<file path="src/rtl/proc_pkg.sv">
// proc_pkg: shared types and constants for the processor front end.
//   - fetchState_t : instruction fetch control states
//   - OP_*         : opcode encodings carried in instruction bits [8:6]
//   - *_MSB/*_LSB  : field positions in the 9-bit instruction word
//   - opField/destField/srcField : field extraction helpers
package proc_pkg;

  typedef enum logic [1:0] {
    IDLE   = 2'd0,
    FETCH  = 2'd1,
    ISSUE  = 2'd2,
    HALTED = 2'd3
  } fetchState_t;

  localparam logic [2:0] OP_LOAD  = 3'b000;
  localparam logic [2:0] OP_MOVE  = 3'b001;
  localparam logic [2:0] OP_ADD   = 3'b010;
  localparam logic [2:0] OP_SUB   = 3'b011;
  localparam logic [2:0] OP_AND   = 3'b100;
  localparam logic [2:0] OP_OR    = 3'b101;
  localparam logic [2:0] OP_XOR   = 3'b110;
  localparam logic [2:0] OP_STORE = 3'b111;

  localparam int INSTR_LEN  = 9;
  localparam int OPCODE_MSB = 8;
  localparam int OPCODE_LSB = 6;
  localparam int DEST_MSB   = 5;
  localparam int DEST_LSB   = 3;
  localparam int SRC_MSB    = 2;
  localparam int SRC_LSB    = 0;

  function automatic logic [2:0] opField(input logic [INSTR_LEN-1:0] instr);
    return instr[OPCODE_MSB:OPCODE_LSB];
  endfunction

  function automatic logic [2:0] destField(input logic [INSTR_LEN-1:0] instr);
    return instr[DEST_MSB:DEST_LSB];
  endfunction

  function automatic logic [2:0] srcField(input logic [INSTR_LEN-1:0] instr);
    return instr[SRC_MSB:SRC_LSB];
  endfunction

endpackage

</file>
<file path="src/rtl/instruction_fetch_pc_reg.sv">
// pc_reg: program counter with clear, increment and jump load, plus the
// end-of-program test on the candidate next value.
//   clk, rst_n : clock, asynchronous active-low reset
//   clear      : force PC to 0 (start of a program run)
//   advance    : instruction accepted; PC takes the candidate next value
//   jumpEn     : candidate is jumpAddr instead of pc+1
//   jumpAddr   : jump target
//   pc         : current program counter
//   endOfProg  : candidate next value is at or beyond PROG_LEN
module pc_reg #(
  parameter int ADDR_W   = 5,
  parameter int PROG_LEN = 32
) (
  input  logic              clk,
  input  logic              rst_n,
  input  logic              clear,
  input  logic              advance,
  input  logic              jumpEn,
  input  logic [ADDR_W-1:0] jumpAddr,
  output logic [ADDR_W-1:0] pc,
  output logic              endOfProg
);

  // PROG_LEN may equal 2^ADDR_W, so the limit needs one extra bit.
  localparam logic [ADDR_W:0] PROG_END = (ADDR_W+1)'(PROG_LEN);

  logic [ADDR_W-1:0] pc_r;
  logic [ADDR_W:0]   target_s;

  // Candidate next PC, one bit wider so the carry out of pc+1 reaches the limit test.
  always_comb begin
    target_s = {1'b0, pc_r};
    if (jumpEn) begin
      target_s = {1'b0, jumpAddr};
    end else begin
      target_s = {1'b0, pc_r} + {{ADDR_W{1'b0}}, 1'b1};
    end
  end

  assign endOfProg = (target_s >= PROG_END);

  // PC register: cleared on start, stepped or redirected on an accepted instruction.
  always_ff @(posedge clk or negedge rst_n) begin
    if (!rst_n) begin
      pc_r <= {ADDR_W{1'b0}};
    end else if (clear) begin
      pc_r <= {ADDR_W{1'b0}};
    end else if (advance) begin
      pc_r <= target_s[ADDR_W-1:0];
    end else begin
      pc_r <= pc_r;
    end
  end

  assign pc = pc_r;

endmodule

</file>
<file path="src/rtl/instruction_fetch.sv">
// instruction_fetch: fetches instruction words, holds them in the instruction
// register and hands opCode/destReg/srcReg to decode with a valid/ready handshake.
//   clk, rst_n          : clock, asynchronous active-low reset
//   start               : begin fetching at address 0 (from IDLE or HALTED)
//   imemReq/imemAddr    : read request and address (address is the PC)
//   imemValid/imemData  : read response
//   instrValid/instrReady : instruction handshake with decode
//   opCode/destReg/srcReg : fields of the held instruction
//   jumpEn/jumpAddr     : PC redirect, honoured only on the accept cycle
//   pc                  : current program counter
//   halted              : fetch stopped at end of program
module instruction_fetch
  import proc_pkg::*;
#(
  parameter int ADDR_W   = 5,
  parameter int INSTR_W  = 9,
  parameter int PROG_LEN = 32
) (
  input  logic               clk,
  input  logic               rst_n,
  input  logic               start,
  output logic               imemReq,
  output logic [ADDR_W-1:0]  imemAddr,
  input  logic               imemValid,
  input  logic [INSTR_W-1:0] imemData,
  output logic               instrValid,
  input  logic               instrReady,
  output logic [2:0]         opCode,
  output logic [2:0]         destReg,
  output logic [2:0]         srcReg,
  input  logic               jumpEn,
  input  logic [ADDR_W-1:0]  jumpAddr,
  output logic [ADDR_W-1:0]  pc,
  output logic               halted
);

  fetchState_t        state_r;
  fetchState_t        nextState_s;
  logic [INSTR_W-1:0] instrReg_r;
  logic               imemReq_r;
  logic               instrValid_r;
  logic               halted_r;
  logic               pcClear_s;
  logic               pcAdvance_s;
  logic               loadInstr_s;
  logic               endOfProg_s;
  logic [ADDR_W-1:0]  pc_s;

  pc_reg #(
    .ADDR_W   (ADDR_W),
    .PROG_LEN (PROG_LEN)
  ) u_pcReg (
    .clk       (clk),
    .rst_n     (rst_n),
    .clear     (pcClear_s),
    .advance   (pcAdvance_s),
    .jumpEn    (jumpEn),
    .jumpAddr  (jumpAddr),
    .pc        (pc_s),
    .endOfProg (endOfProg_s)
  );

  // Next-state decode; start is only honoured from IDLE and HALTED.
  always_comb begin
    nextState_s = state_r;
    pcClear_s   = 1'b0;
    pcAdvance_s = 1'b0;
    loadInstr_s = 1'b0;
    case (state_r)
      IDLE, HALTED: begin
        if (start) begin
          nextState_s = FETCH;
          pcClear_s   = 1'b1;
        end else begin
          nextState_s = state_r;
        end
      end
      FETCH: begin
        if (imemValid) begin
          nextState_s = ISSUE;
          loadInstr_s = 1'b1;
        end else begin
          nextState_s = FETCH;
        end
      end
      ISSUE: begin
        // imemValid is deliberately not looked at here: a stray response cannot disturb the held word.
        if (instrValid_r && instrReady) begin
          pcAdvance_s = 1'b1;
          if (endOfProg_s) begin
            nextState_s = HALTED;
          end else begin
            nextState_s = FETCH;
          end
        end else begin
          nextState_s = ISSUE;
        end
      end
      default: begin
        nextState_s = IDLE;
      end
    endcase
  end

  // State register; the handshake outputs are registered copies of the next state.
  always_ff @(posedge clk or negedge rst_n) begin
    if (!rst_n) begin
      state_r      <= IDLE;
      imemReq_r    <= 1'b0;
      instrValid_r <= 1'b0;
      halted_r     <= 1'b0;
    end else begin
      state_r      <= nextState_s;
      imemReq_r    <= (nextState_s == FETCH);
      instrValid_r <= (nextState_s == ISSUE);
      halted_r     <= (nextState_s == HALTED);
    end
  end

  // Instruction register: captures the memory word only on the returning read.
  always_ff @(posedge clk or negedge rst_n) begin
    if (!rst_n) begin
      instrReg_r <= {INSTR_W{1'b0}};
    end else if (loadInstr_s) begin
      instrReg_r <= imemData;
    end else begin
      instrReg_r <= instrReg_r;
    end
  end

  assign imemReq    = imemReq_r;
  assign imemAddr   = pc_s;
  assign pc         = pc_s;
  assign instrValid = instrValid_r;
  assign halted     = halted_r;
  assign opCode     = opField(instrReg_r);
  assign destReg    = destField(instrReg_r);
  assign srcReg     = srcField(instrReg_r);

endmodule

</file>
<file path="config.mk">
export PLATFORM = sky130hd
export DESIGN_NAME = instruction_fetch
export DESIGN_NICKNAME = d
export VERILOG_FILES = /design/src/rtl/proc_pkg.sv /design/src/rtl/instruction_fetch_pc_reg.sv /design/src/rtl/instruction_fetch.sv
export SDC_FILE = /design/constraint.sdc
export NUM_CORES = 1
export LEC_CHECK = 0
export CORE_MARGIN = 3
export CORE_UTILIZATION = 30
export DETAILED_ROUTE_END_ITERATION = 16
export PLACE_DENSITY = 0.66
export SYNTH_ARGS = -nofsm -noshare
export SYNTH_HDL_FRONTEND = slang
export SYNTH_SLANG_ARGS = --single-unit
</file>
<file path="constraint.sdc">
create_clock -name clk -period 1.9 [get_ports clk]
set_input_delay 0.38 -clock clk [delete_from_list [all_inputs] [get_ports clk]]
set_output_delay 0.38 -clock clk [all_outputs]
set_load 0.02 [all_outputs]
</file>
======== Word level (Yosys, flattened, before mapping) ========
Index checks and enable logic that the tools add are counted.
word-level totals
  flip-flop bits (word level) ............. 19
  input bits .............................. 20
  output and inout port bits .............. 22
operators by class
  add/sub/neg operators ................... 1
  order comparisons ....................... 1
  eq/ne operators ......................... 6
  muxes and demuxes ....................... 14
  reductions and logical operators ........ 4
operator list
  operator                                       count
  two-way mux 5 bit                              2
  == test 2 bit, second input constant           4
  two-way mux 2 bit                              4
  adder 5 x 1 -> 6 bit, second input constant    1
  >= comparator 6 bit, second input constant     1
  two-way mux 1 bit                              6
  two-way mux 6 bit                              1
  case mux 2 bit (3 select lines)                1
  == test 2 x 1 -> 1 bit, second input constant  2
  zero test 2 bit                                1
  nonzero test 2 bit                             1
  OR reduction 2 bit                             1
  logical AND 1 bit                              1

======== Logic depth before layout (Yosys ltp) ========
  depth in word-level cells ............... 7
  depth in mapped cells ................... 6
  depth with buffers taken out ............ 5

======== By module ========
A second synthesis with hierarchy kept.
second synthesis, totals
  cell total of the unflattened synthesis .. 87
  area, all modules ....................... 970.9 um^2
by module, submodules not included
  module             times used  cells each  area an instance (um^2)  seq. area each (um^2)
  instruction_fetch  1           51          645.6                    350.3
  pc_reg             1           36          325.3                    125.1

======== Least setup slack after synthesis ========
Ideal clock, no wire load.
  kind .................................... register -> register
  from .................................... reg state_r[0]
  to ...................................... reg halted_r (netlist: halted)
  setup time .............................. 134 ps
  data arrival time ....................... 1434 ps
  path slack .............................. 333 ps
  stages on the path, launching flop included .. 7
  path buffers ............................ 1
  cells stage by stage .................... dfrtp_1 > inv_1 > ha_1 > and3_1 > buf_6 > o32a_4 > nor3b_2
on the way
  word-level cells in the longest chain between the ends .. 4
RTL lines
  element                                                  RTL line                  text
  start, declared                                          instruction_fetch.sv:37   fetchState_t state_r;
  start signal, assigned                                   instruction_fetch.sv:113  state_r <= nextState_s;
  == test 2 bit / zero test 2 bit (equally long branches)  instruction_fetch.sv:69   case (state_r)
  OR reduction 2 bit                                       instruction_fetch.sv:69
  case mux 2 bit (3 select lines) *                        instruction_fetch.sv:69
  via nextState_s[0]                                       instruction_fetch.sv:38   fetchState_t nextState_s;
  == test 2 bit *                                          instruction_fetch.sv:116  halted_r <= (nextState_s == HALTED);
  end signal, assigned                                     instruction_fetch.sv:116
  end, declared                                            instruction_fetch.sv:42   logic halted_r;
The timed path passes the listed nets; every way through them passes the cells marked *.
A chain may end at the register's enable or synchronous reset.

======== Worst setup path in the final report ========
  from .................................... reg u_pcReg.pc_r[3] (netlist: u_pcReg.pc[3])
  to ...................................... out imemAddr[3]
RTL lines
  element                 RTL line                        text
  start, declared         instruction_fetch_pc_reg.sv:27  logic [ADDR_W-1:0] pc_r;
  start signal, assigned  instruction_fetch_pc_reg.sv:45  pc_r <= {ADDR_W{1'b0}};
  start signal, assigned  instruction_fetch_pc_reg.sv:47  pc_r <= {ADDR_W{1'b0}};
  start signal, assigned  instruction_fetch_pc_reg.sv:49  pc_r <= target_s[ADDR_W-1:0];
  end, declared           instruction_fetch.sv:23         output logic [ADDR_W-1:0] imemAddr,
No word-level cell between the ends.

==> results.yml <==
finish:
  largest_reg_flops: 9
  drive_above_1_share_pct: 18.4
  layout-area-overhead-vs-synth_pct: 44.4
  fillCellCount: 318
  final_util_pct: 46.7
  nets: 149
  insertedDiodeCount: 0
logic_synthesis:
  seq_area_frac_synth_pct: 46.6
  synth-compound-area-share_pct: 12.8
  synth_common_cells: "dfrtp_1, mux2_2, nor2_1, buf_4"
  synth_top_flop_cell: "dfrtp_1"
  postSynthCellCount: 85
  yosysMostFrequentCell: "dfrtp_1"
  syn-cell-area_um2: 1020
  synth_seq_cells: 19
  synthAdderAreaFrac_pct: 3.68
  synth_cell_types: 35
  async_reset_ff_share_pct: 100
  synthTopCellsByArea: "dfrtp_1, mux2_2, buf_4"
  synth_top_family_by_area: "simple AND/OR/NAND/NOR gates"
  synthXorXnorAreaFrac_pct: 0
  yosys.area_share.simple_pct: 16.9
  synth_edf_count: 0
  synth_top_area_share_pct: 46.6
  syn_area_per_cell_um2: 12.0
  syn-num-nets: 108
  synthMuxAreaShare_pct: 12.9
  synth_warnings: 0
  synth_top_area_cell: "dfrtp_1"
worst_setup_path:
  path_cells: "clkdlybuf4s50_1"
  cp.arrival_ns: 1.45
  crit_required_ns: 1.52
  cp-start-kind: "flop"
  critPathSlowestCell: "clkdlybuf4s50_1"
  crit_family: "buffers and inverters"
  path_class: "reg -> out"
  crit_fanout: 6
  path_buf_inv: 1
  max_stage_delay_ns: 0.66
  endpoint_kind: "output pin"
clock_network:
  insertion_delay_ns: 0.30
  tritoncts: "yes"
  clk_pin_slew_ns: 0.11
  cts_buffer_depth: 2
  ctsHoldBuffers: 0
  htreeDepth: 1
  clock-sinks: 19
  root_buffer: "clkbuf_4"
  cts_buffers: 3
  cts_setup_buffers: 0
sta:
  finalSetupViolCount: 0
  worst_pin_slew_ns: 0.539
  fin_skew_ns: 0.00358
  rsz0062_at_grt: "no"
  clock.fmax_mhz: 548
  hold_viol_final: 0
  slew_headroom_pct: 64.1
  finalCritPeriodShare_pct: 96.1
  period_needed_ns: 1.83
  finalSetupTns_ns: 0
  final_max_slew_viol_count: 0
global_route:
  grt_usage_pct: 11.3
  antenna_found_initial: 0
  grt_pass1_wl_mm: 3.62
  gr-total-overflow: 0
  grt_pass1_vias: 771
  grt_max_degree: 20
floorplan:
  start_util_pct: 32.3
  die_w_um: 64.3
  io_pins: 42
  core_um2: 3150
  chipHeight_um: 64.3
  die-area_um2: 4130
  rows: 20
detailed_routing:
  ant_nets: 0
  first_pass_iters: 4
  drc: 0
  drt-initial-drc-count: 10
  routed_wl_mm: 2.24
  wire_per_inst_um: 13.2
  vias: 790
  via_per_inst: 4.67
place:
  io_buffers: 41
  dp_hpwl_mm: 1.74
  gp_congestion: 0.718
power_and_ir_drop:
  cellPowerDensity_nw_per_um2: 1520
  leakage_nw: 0.635
  vdd_ir_drop_max_uv: 514
outcome:
  status: "finished, final reports clean"
min_path:
  min_path_type: "in -> async"
run:
  maxCapViolations: 0
==> layout make-up <==
class	instances	area, um2	share of cell area, %
sequential	19	475	32.3
clock inverter	1	5.00	0.340
multi-input combinational	56	472	32.0
tap	44	55.1	3.74
inverter	2	7.51	0.510
timing repair buffer	44	435	29.6
clock buffer	3	22.5	1.53
==> metrics by stage <==
step | hold slack, ns | total power [mW] | setup slack, ns | instance area, um2 | cells
floorplan | 0.0844 | 1.56 | 0.333 | 1020 | 85
global placement | 0.489 | 2.02 | 0.0636 | 1440 | 165
detailed placement | 0.496 | 2.05 | 0.00779 | 1440 | 165
CTS | 0.426 | 2.26 | 0.0469 | 1470 | 169
global route | 0.434 | 2.38 | 0.00570 | 1470 | 169
finish | 0.416 | 2.23 | 0.0743 | 1470 | 169
==> what timing repair did <==
| action | in CTS | in global routing |
|---|---|---|
| resized for setup | 0 | 1 |
| hold endpoints to repair | 0 | 0 |
| setup endpoints to repair | 0 | 1 |
==> layout by cell type, fill, tap and decap left out, types with 2 or more instances in the layout <==
| cell | netlist | final |
|---|---|---|
| mux2_2 | 9 | 9 |
| nor2_1 | 7 | 7 |
| a211oi_1 | 3 | 3 |
| dfrtp_1 | 19 | 19 |
| inv_1 | 2 | 2 |
| nand2_1 | 2 | 2 |
| or2b_1 | 2 | 2 |
| clkdlybuf4s50_1 | 0 | 40 |
| nand3_1 | 3 | 3 |
| mux2i_1 | 3 | 3 |
| ha_1 | 3 | 3 |
| buf_4 | 5 | 3 |
| clkbuf_4 | 0 | 3 |
| and2_1 | 3 | 3 |
==> layer usage <==
metal / wire, um / global-route usage, % / vias to the layer above
met5: 0 / 0 / -
met4: 0 / 3.17 / 0
met1: 1040 / 13.8 / 376
met2: 1020 / 18.0 / 34
met3: 176 / 4.92 / 0
li1: - / - / 380
==> power by group <==
group | internal, mW | leakage, nW | switching, mW
clock | 0.0785 | 0.0177 | 0.127
sequential | 0.589 | 0.235 | 0.128
combinational | 0.691 | 0.382 | 0.621
total | 1.36 | 0.635 | 0.876
==> worst paths after layout <==
path / startpoint / end / cells after the start / slack [ns]
setup / recovery: u_pcReg.pc[3] / imemAddr[3] / 1 / 0.07
hold / removal: rst_n / instrReg_r[5] / 2 / 0.42
hold reg to reg: instrReg_r[6] / instrReg_r[6] / 1 / 0.52
max in group asynchronous: rst_n / u_pcReg.pc[4] / 2 / 1.28
setup reg to reg: state_r[0] / imemReq / 5 / 0.22
min in group clk: instrReg_r[6] / instrReg_r[6] / 1 / 0.52
==> kinds of logic (layout without fill, tap and decap cells) <==
logic type,after synthesis,count (layout)
compound gates,13,13
fa+ha+maj,3,3
buf+inv,10,50
flops,19,19
mux,12,12
simple gates,28,28
Note: power is estimated with default switching activity, not from simulation.
